--- src/rtl/riscv_ctrl_pkg.sv ---
// Shared encodings for the pipeline control slice.
//   result_src_t : writeback result select (ALU, memory, PC+4)
//   alu_ctrl_t   : ALU operation codes carried through the E stage
//   fwd_sel_t    : operand forward-select codes driven to the E-stage muxes
//   ctrl_t       : decode control bundle held in the D->E register
//   CtrlBubble   : all-zero control bundle loaded for a bubble
package riscv_ctrl_pkg;

  typedef enum logic [1:0] {
    ResultAlu = 2'b00,
    ResultMem = 2'b01,
    ResultPc4 = 2'b10
  } result_src_t;

  typedef enum logic [2:0] {
    AluAdd = 3'b000,
    AluSub = 3'b001,
    AluAnd = 3'b010,
    AluOr  = 3'b011,
    AluSlt = 3'b101
  } alu_ctrl_t;

  typedef enum logic [1:0] {
    FwdNone = 2'b00,
    FwdWb   = 2'b01,
    FwdMem  = 2'b10
  } fwd_sel_t;

  typedef struct packed {
    logic       reg_write;
    logic       mem_write;
    logic       branch;
    logic       jump;
    logic       alu_src;
    logic [1:0] result_src;
    logic [2:0] alu_control;
  } ctrl_t;

  localparam ctrl_t CtrlBubble = '0;

endpackage

--- src/rtl/hazard_unit.sv ---
// Combinational hazard logic: operand forwarding, load-use detection and
// branch/jump redirect.
//   rs1_d_i/rs2_d_i   : decode-stage source registers (load-use compare)
//   rs1_e_i/rs2_e_i   : execute-stage source registers (forward compare)
//   rd_e_i, result_src_e_i          : execute-stage destination / result select
//   rd_m_i, reg_write_m_i           : memory-stage writer
//   rd_w_i, reg_write_w_i           : writeback-stage writer
//   branch_e_i, jump_e_i, zero_e_i  : redirect inputs
//   forward_a_e_o/forward_b_e_o     : forward selects for rs1_e/rs2_e
//   lw_stall_o, pc_src_e_o          : load-use hazard and redirect
module hazard_unit
  import riscv_ctrl_pkg::*;
#(
  parameter int unsigned REG_ADDR_W = 5
) (
  input  logic [REG_ADDR_W-1:0] rs1_d_i,
  input  logic [REG_ADDR_W-1:0] rs2_d_i,
  input  logic [REG_ADDR_W-1:0] rs1_e_i,
  input  logic [REG_ADDR_W-1:0] rs2_e_i,
  input  logic [REG_ADDR_W-1:0] rd_e_i,
  input  logic [1:0]            result_src_e_i,
  input  logic [REG_ADDR_W-1:0] rd_m_i,
  input  logic                  reg_write_m_i,
  input  logic [REG_ADDR_W-1:0] rd_w_i,
  input  logic                  reg_write_w_i,
  input  logic                  branch_e_i,
  input  logic                  jump_e_i,
  input  logic                  zero_e_i,
  output logic [1:0]            forward_a_e_o,
  output logic [1:0]            forward_b_e_o,
  output logic                  lw_stall_o,
  output logic                  pc_src_e_o
);

  // M-stage producer is younger than W, so it is checked first and wins.
  // x0 is never forwarded.
  function automatic fwd_sel_t fwd_sel(input logic [REG_ADDR_W-1:0] rs);
    if (reg_write_m_i && (rd_m_i != '0) && (rd_m_i == rs)) begin
      return FwdMem;
    end else if (reg_write_w_i && (rd_w_i != '0) && (rd_w_i == rs)) begin
      return FwdWb;
    end
    return FwdNone;
  endfunction

  always_comb begin
    forward_a_e_o = fwd_sel(rs1_e_i);
    forward_b_e_o = fwd_sel(rs2_e_i);
    lw_stall_o    = (result_src_e_i == ResultMem) && (rd_e_i != '0) &&
                    ((rs1_d_i == rd_e_i) || (rs2_d_i == rd_e_i));
    pc_src_e_o    = (branch_e_i && zero_e_i) || jump_e_i;
  end

endmodule

--- src/rtl/pipeline_control.sv ---
// Control-path pipeline registers (D->E, E->M, M->W) with hazard handling
// and stall/flush event counters.
//   clk, reset            : rising-edge clock, synchronous active-high reset
//   *_d                   : decode-stage controls and register indices
//   zero_e                : ALU zero flag from the execute stage
//   *_e / *_m / *_w       : stage control outputs
//   forward_a_e/forward_b_e : forward selects for rs1/rs2 in E
//   stall_f, stall_d, flush_d : fetch/decode stall and decode flush
//   stall_cnt, flush_cnt  : saturating counts of stall_d / flush_d cycles
module pipeline_control
  import riscv_ctrl_pkg::*;
#(
  parameter int unsigned REG_ADDR_W = 5,
  parameter int unsigned CNT_W      = 16
) (
  input  logic                  clk,
  input  logic                  reset,
  input  logic                  reg_write_d,
  input  logic                  mem_write_d,
  input  logic                  branch_d,
  input  logic                  jump_d,
  input  logic                  alu_src_d,
  input  logic [1:0]            result_src_d,
  input  logic [2:0]            alu_control_d,
  input  logic [REG_ADDR_W-1:0] rs1_d,
  input  logic [REG_ADDR_W-1:0] rs2_d,
  input  logic [REG_ADDR_W-1:0] rd_d,
  input  logic                  zero_e,
  output logic [2:0]            alu_control_e,
  output logic                  alu_src_e,
  output logic [1:0]            forward_a_e,
  output logic [1:0]            forward_b_e,
  output logic                  pc_src_e,
  output logic [REG_ADDR_W-1:0] rd_e,
  output logic                  mem_write_m,
  output logic [REG_ADDR_W-1:0] rd_m,
  output logic                  reg_write_w,
  output logic [1:0]            result_src_w,
  output logic [REG_ADDR_W-1:0] rd_w,
  output logic                  stall_f,
  output logic                  stall_d,
  output logic                  flush_d,
  output logic [CNT_W-1:0]      stall_cnt,
  output logic [CNT_W-1:0]      flush_cnt
);

  // D->E
  ctrl_t                 e_ctrl_q, e_ctrl_d;
  logic [REG_ADDR_W-1:0] rs1_e_q, rs1_e_d;
  logic [REG_ADDR_W-1:0] rs2_e_q, rs2_e_d;
  logic [REG_ADDR_W-1:0] rd_e_q, rd_e_d;
  // E->M
  logic                  reg_write_m_q, mem_write_m_q;
  logic [1:0]            result_src_m_q;
  logic [REG_ADDR_W-1:0] rd_m_q;
  // M->W
  logic                  reg_write_w_q;
  logic [1:0]            result_src_w_q;
  logic [REG_ADDR_W-1:0] rd_w_q;
  // Counters
  logic [CNT_W-1:0]      stall_cnt_q, stall_cnt_d;
  logic [CNT_W-1:0]      flush_cnt_q, flush_cnt_d;

  logic lw_stall;
  logic pc_src;

  hazard_unit #(
    .REG_ADDR_W(REG_ADDR_W)
  ) u_hazard_unit (
    .rs1_d_i       (rs1_d),
    .rs2_d_i       (rs2_d),
    .rs1_e_i       (rs1_e_q),
    .rs2_e_i       (rs2_e_q),
    .rd_e_i        (rd_e_q),
    .result_src_e_i(e_ctrl_q.result_src),
    .rd_m_i        (rd_m_q),
    .reg_write_m_i (reg_write_m_q),
    .rd_w_i        (rd_w_q),
    .reg_write_w_i (reg_write_w_q),
    .branch_e_i    (e_ctrl_q.branch),
    .jump_e_i      (e_ctrl_q.jump),
    .zero_e_i      (zero_e),
    .forward_a_e_o (forward_a_e),
    .forward_b_e_o (forward_b_e),
    .lw_stall_o    (lw_stall),
    .pc_src_e_o    (pc_src)
  );

  always_comb begin
    // A redirect overrides the load-use stall so fetch can load the target.
    stall_f = lw_stall && !pc_src;
    stall_d = lw_stall && !pc_src;
    flush_d = pc_src;

    // Bubble on either hazard; decode inputs otherwise pass through untouched.
    if (lw_stall || pc_src) begin
      e_ctrl_d = CtrlBubble;
      rs1_e_d  = '0;
      rs2_e_d  = '0;
      rd_e_d   = '0;
    end else begin
      e_ctrl_d = '{reg_write:   reg_write_d,
                   mem_write:   mem_write_d,
                   branch:      branch_d,
                   jump:        jump_d,
                   alu_src:     alu_src_d,
                   result_src:  result_src_d,
                   alu_control: alu_control_d};
      rs1_e_d  = rs1_d;
      rs2_e_d  = rs2_d;
      rd_e_d   = rd_d;
    end

    stall_cnt_d = stall_cnt_q;
    if (stall_d && (stall_cnt_q != '1)) begin
      stall_cnt_d = stall_cnt_q + CNT_W'(1);
    end
    flush_cnt_d = flush_cnt_q;
    if (flush_d && (flush_cnt_q != '1)) begin
      flush_cnt_d = flush_cnt_q + CNT_W'(1);
    end
  end

  always_ff @(posedge clk) begin
    if (reset) begin
      e_ctrl_q       <= CtrlBubble;
      rs1_e_q        <= '0;
      rs2_e_q        <= '0;
      rd_e_q         <= '0;
      reg_write_m_q  <= 1'b0;
      mem_write_m_q  <= 1'b0;
      result_src_m_q <= '0;
      rd_m_q         <= '0;
      reg_write_w_q  <= 1'b0;
      result_src_w_q <= '0;
      rd_w_q         <= '0;
      stall_cnt_q    <= '0;
      flush_cnt_q    <= '0;
    end else begin
      e_ctrl_q       <= e_ctrl_d;
      rs1_e_q        <= rs1_e_d;
      rs2_e_q        <= rs2_e_d;
      rd_e_q         <= rd_e_d;
      reg_write_m_q  <= e_ctrl_q.reg_write;
      mem_write_m_q  <= e_ctrl_q.mem_write;
      result_src_m_q <= e_ctrl_q.result_src;
      rd_m_q         <= rd_e_q;
      reg_write_w_q  <= reg_write_m_q;
      result_src_w_q <= result_src_m_q;
      rd_w_q         <= rd_m_q;
      stall_cnt_q    <= stall_cnt_d;
      flush_cnt_q    <= flush_cnt_d;
    end
  end

  assign alu_control_e = e_ctrl_q.alu_control;
  assign alu_src_e     = e_ctrl_q.alu_src;
  assign pc_src_e      = pc_src;
  assign rd_e          = rd_e_q;
  assign mem_write_m   = mem_write_m_q;
  assign rd_m          = rd_m_q;
  assign reg_write_w   = reg_write_w_q;
  assign result_src_w  = result_src_w_q;
  assign rd_w          = rd_w_q;
  assign stall_cnt     = stall_cnt_q;
  assign flush_cnt     = flush_cnt_q;

endmodule

--- config.mk ---
export PLATFORM = sky130hd
export DESIGN_NAME = pipeline_control
export DESIGN_NICKNAME = d
export VERILOG_FILES = /design/src/rtl/riscv_ctrl_pkg.sv /design/src/rtl/hazard_unit.sv /design/src/rtl/pipeline_control.sv
export SDC_FILE = /design/constraint.sdc
export NUM_CORES = 1
export LEC_CHECK = 0
export BUFFER_PORTS_ARGS = -buffer_cell sky130_fd_sc_hd__buf_2
export CAP_MARGIN = 20
export CORE_MARGIN = 5
export CORE_UTILIZATION = 55
export DETAILED_ROUTE_END_ITERATION = 7
export HOLD_SLACK_MARGIN = 0.03
export PLACE_DENSITY = 0.84
export SYNTH_ARGS = -nofsm -noshare
export SYNTH_HDL_FRONTEND = slang
export SYNTH_SLANG_ARGS = --single-unit
--- constraint.sdc ---
create_clock -name clk -period 4.45 [get_ports clk]
set_clock_uncertainty 0.1 [all_clocks]
set_input_delay 0.2225 -clock clk [delete_from_list [all_inputs] [get_ports clk]]
set_output_delay 0.2225 -clock clk [all_outputs]
set_load 0.01 [all_outputs]
Word level (Yosys, flattened, before mapping)
Index checks and enable logic that the tools add are counted.

Output and inout bits: 63. Register bits after elaboration: 74.

Multiplexer cells: 10. Reduce and logical (&&, ||, !) cells: 20. Equality and inequality tests: 9. Add/subtract/negate cells: 2.

Operators by type and width (count): adder 16 x 1 -> 16 bit (second input constant) (2); inequality test 16 bit (second input constant) (2); == test 5 bit (6); nonzero test 5 bit (3); logical AND 1 bit (12); 2-to-1 mux 2 bit (6); 2-to-1 mux 1 bit (4); logical OR 1 bit (3); == test 2 x 1 -> 1 bit (second input constant) (1); OR reduction 2 bit (1); zero test 1 bit (1).

Depth between registers and ports, before layout
Depth in word-level cells: 6. Depth in mapped cells: 7.

Modules after synthesis
A second synthesis with hierarchy kept.

Cell total of the unflattened synthesis: 350. Area, all modules: 3249.4 µm².

By module, submodules not included: pipeline_control (seq. area each 1481.4 µm², times used 1, cells each 299, area an instance 2844.0 µm²); hazard_unit (seq. area each 0.0 µm², times used 1, cells each 51, area an instance 405.4 µm²).

Worst setup path after synthesis
OpenSTA, ideal clock, no wires.

Path kind: reg-to-output. From: register rd_m_q[1], in the netlist rd_m[1]. To: output port forward_a_e[0]. Cell stages (with the launch flop): 5. Required time: 4128 ps. Setup slack: 2467 ps. Data arrival time: 1661 ps. Path through: dfxtp_1 > or4_1 > o21ai_0 > nor4_1 > nor4_1.

Longest elaborated chain between the ends: 5. Elaborated cells on any way between the ends: 7. Classes of those cells: eq/ne: 1; mux: 3; reduce/logical: 3.

Ends and longest elaborated chain: start, declared (line pipeline_control.sv:55) `logic [REG_ADDR_W-1:0] rd_m_q;`; start signal, assigned (line pipeline_control.sv:147) `rd_m_q <= rd_e_q;`; nonzero test 5 bit (line hazard_unit.sv:38) `if (reg_write_m_i && (rd_m_i != '0) && (rd_m_i == rs)) begin`; logical AND 1 bit (line hazard_unit.sv:38); logical AND 1 bit (*) (line hazard_unit.sv:38); 2-to-1 mux 2 bit / 2-to-1 mux 1 bit (equally long branches) (line hazard_unit.sv:38); 2-to-1 mux 2 bit (*) (line hazard_unit.sv:43) `return FwdNone;`; end, declared (line pipeline_control.sv:31) `output logic [1:0] forward_a_e,`.

Every way passes the cells marked *; elsewhere a longest branch is shown, timed or not.

Final worst setup path
From: input port rs2_d[2]. To: output port stall_d.

Longest elaborated chain between the ends: 4.

Ends and longest elaborated chain: start, declared (line pipeline_control.sv:26) `input logic [REG_ADDR_W-1:0] rs2_d,`; == test 5 bit (line hazard_unit.sv:50) `((rs1_d_i == rd_e_i) || (rs2_d_i == rd_e_i));`; logical OR 1 bit (line hazard_unit.sv:50); logical AND 1 bit (line hazard_unit.sv:49) `lw_stall_o = (result_src_e_i == ResultMem) && (rd_e_i != '0) &&`; logical AND 1 bit (line pipeline_control.sv:92) `stall_d = lw_stall && !pc_src;`; end, declared (line pipeline_control.sv:41) `output logic stall_d,`.

No other way between the ends.

==> summary.md <==
| Metric | Value |
|---|---|
| Top cells by area, synth | `dfxtp_1 47%, xor2_1 8.1%, xnor2_1 5.9%` |
| DRT antenna net count | `0` |
| Seq/Total Area, Yosys | `47.2%` |
| CTS tree | `yes` |
| Die width | `85.5 um` |
| Initial antenna violation count | `0` |
| Clk sink count | `74` |
| First-pass GRT wire length | `between 10 and 15 mm` |
| Post-DP HPWL | `approximately 5.1 mm` |
| Wire per inst | `roughly 15 um` |
| Synthesized cell area | `approximately 3100 sq um` |
| Number of top-level pins | `slightly above 90` |
| Setup CP Type | `in -> out` |
| Gr ovfl total | `0` |
| Net Count, Synth | `approximately 350` |
| Yosys warnings | `0` |
| Library cells used by synthesis | `46` |
| Peak VDD IR | `about 0.00028 V` |
| Top-area cell type share of the netlist area | `a little under half` |
| GR Util met3 | `5.28%` |
| Actual slew at the worst max-slew pin | `0.984 ns` |
| Net count, final | `465` |
| CP startpoint | `rs2_d[2]` |
| Total Wirelength | `7.46 mm` |
| ANT cells | `0` |
| M1 GR Usage | `a little under a quarter` |
| Status | `finished clean` |
| Fillers | `between 400 and 500` |
| Via-to-Cell Ratio | `5.14` |
| Routability cong. | `0.888` |
| Die H | `between 80 and 90 um` |
| Total CTS buffers | `9` |
| Max-slew headroom | `around 34%` |
| Initial DRC count | `77` |
| # rows | `27` |
| Layout area overhead | `30.1%` |
| Clk root buf | `clkbuf_8` |
| Final Cycle Share | `roughly 62%` |
| CTS clock-pin slew for the worst setup and hold paths | `~0.07 ns` |
| Max cap viols | `0` |
| Inst Count DP | `between 400 and 500` |
| Pwr Density | `361 nW/um^2` |
| Worst hold slack | `around 0.048 ns` |
| CTS max path bufs | `2` |
| Final setup vio count | `0` |
| Reg-to-Reg Start | `rd_e[2]` |
| Most Crowded Layer GR | `met2` |
| Vias in the first global route | `roughly 2700` |
| Share of layout cells above drive strength 1 | `approximately 27%` |
| Largest net degree at the start of global routing | `53` |
| Reg-to-Reg End | `stall_cnt[7]` |
| Cell count after synthesis | `324` |
| Unrepaired setup endpoints after global routing | `no` |
| Register-to-register setup slack | `~2.1 ns` |
| Final Critical Period | `about 2.8 ns` |
| Via count | `around 2600` |
| Leading area contributor after synthesis | `dfxtp_1` |
| Worst skew pair latency | `between 0.3 and 0.4 ns` |
| Sum Neg Setup Slack | `0 ns` |
| First-pass DRT Iterations | `5` |
| Syn Area/Cell | `between 9 and 10 sq um` |
| FF-to-FF path depth | `6` |
| Fmax | `roughly 360 MHz` |
| H-tree depth | `3` |
| Total power | `approximately 1500 uW` |
| Min-delay worst type | `in -> reg` |
| Area of the multi-input gates | `about 1600 sq um` |
| Register Area | `1480 sq um` |
| Startpoint types | `input port` |
| Setup crit end kind | `output pin` |
| GRT met2 Usage | `roughly 37%` |
| Pleak | `between 0.0015 and 0.002 uW` |
| Endpoints failing hold | `0` |
| Die area | `roughly 7300 sq um` |
| Initial Util | `a little under three fifths` |
| Crit path to | `stall_d` |
| Core Footprint | `between 5000 and 6000 sq um` |
| Remaining DRCs | `0` |
| Crit path DAT | `around 2.4 ns` |
| Worst-path maximum fanout | `11` |
| Non-Filler Instances | `around 510` |
| IO Port Bufs | `90` |
| Fin. max-slew vios | `0` |
| Critical path required time | `a little over 4 ns` |
| Post-CTS setup repair buffer count | `0` |
| Synthesized flop and latch total | `74` |
| GRT Util Overall | `around a fifth` |
-- cell families after synthesis --
| kind of cell | synth area share [%] |
|---|---|
| compound gates | 5.71 |
| fa+ha+maj | 0.798 |
| mux | 1.36 |
| buf+inv | 3.15 |
| xor+xnor | 14.0 |
| simple gates | 27.8 |
| flops | 47.2 |
-- state kept, by name, indices dropped and copies added, names as in the netlist --
register,cells
rs1_e_q,5
result_src_w,2
e_ctrl_q,6
reg_write_m_q,1
rd_m,5
stall_cnt,16
mem_write_m,1
result_src_m_q,2
rs2_e_q,5
flush_cnt,16
rd_e,5
alu_src_e,1
rd_w,5
alu_control_e,3
reg_write_w,1
-- worst max-delay path, cell delays in order --
cell           delay [ns]
dlygate4sd3_1        0.54
buf_2                0.14
xnor2_1              0.21
nand3_1              0.12
o22ai_1              0.67
and3_1               0.37
buf_2                0.17
-- cells in the mapped netlist (all sizes together) --
library cell,n
dfxtp,74
nor4b,1
inv,3
nor4bb,1
and4,3
nor2,32
a31oi,2
nand3,20
clkbuf,6
a41oi,3
and2,26
o21a,1
nor2b,20
buf,8
a211oi,1
a311o,1
a311oi,1
mux2,2
nand2,12
nand4bb,1
xnor2,21
o22ai,1
nor3,9
a21oi,5
xor2,29
or4,5
nand4,8
mux2i,2
and3,5
nor4,5
or3,4
ha,2
o21ai,8
a2111oi,1
nand3b,1
-- routing by layer --
layer | vias to the layer above | share of wire [%]
met3 | 19 | 4.9
met5 | - | 0
met4 | 0 | 2.6
met1 | 1202 | 41
met2 | 86 | 51
li1 | 1325 | -
-- power breakdown --
part	leakage (uW)	internal (uW)	switching, uW
Combinational	0.00110	66.2	61.1
Sequential	0.000603	684	20.6
Clock	0.000129	401	240
Total	0.00183	1150	322
-- area by class of cell --
class / count / share of cell area [%]
repair buffers: 114 / 16.9
well taps: 72 / 2.21
flip-flops and latches: 74 / 36.3
clock buffers: 11 / 3.71
multi-input cells: 233 / 38.1
clock inverters: 5 / 2.45
inverters: 3 / 0.276
-- worst min-delay path by stage --
| stage | from | to | slack (ns) | cells past startpoint |
|---|---|---|---|---|
| 6_report | rs1_d[0] | rs1_e_q[0] | 0.05 | 2 |
| 5_1_grt | rs1_d[0] | rs1_e_q[0] | 0.05 | 2 |
| 4_1_cts | rs1_d[1] | rs1_e_q[1] | 0.03 | 2 |
| 3_5_place_dp | rd_d[0] | rd_e[0] | 0.32 | 2 |
| 3_3_place_gp | e_ctrl_q[9] | reg_write_m_q | 0.32 | 1 |
| 2_1_floorplan | alu_control_d[0] | alu_control_e[0] | 0.24 | 1 |
-- what timing repair did --
| item | CTS | global route |
|---|---|---|
| hold buffers | 23 | 1 |
| endpoints found under the hold margin | 23 | 1 |
| resized for setup | 0 | 0 |
-- stage by stage --
stage               utilization [%]  setup slack [ns]  cell area (sq um)
finish                         73.6              1.69               4080
global route                   73.6              1.61               4080
CTS                            73.5              1.81               4070
detailed placement             64.8              2.17               3590
global placement               64.8              2.26               3590
floorplan                         -              2.47               3140
-- layout by cell type (no fill, tap or decap), drive strengths merged, types with 2 or more instances in the layout --
| cell | instances |
|---|---|
| a21oi | 5 |
| a31oi | 2 |
| a41oi | 3 |
| and2 | 26 |
| and3 | 5 |
| and4 | 3 |
| buf | 90 |
| bufinv | 3 |
| clkbuf | 11 |
| clkinv | 2 |
| dfxtp | 74 |
| dlygate4sd3 | 24 |
| ha | 2 |
| inv | 3 |
| mux2 | 2 |
| mux2i | 2 |
| nand2 | 12 |
| nand3 | 20 |
| nand4 | 8 |
| nor2 | 32 |
| nor2b | 20 |
| nor3 | 9 |
| nor4 | 5 |
| o21ai | 8 |
| or3 | 4 |
| or4 | 5 |
| xnor2 | 21 |
| xor2 | 29 |
No activity file was read; power rests on OpenSTA's default activity.
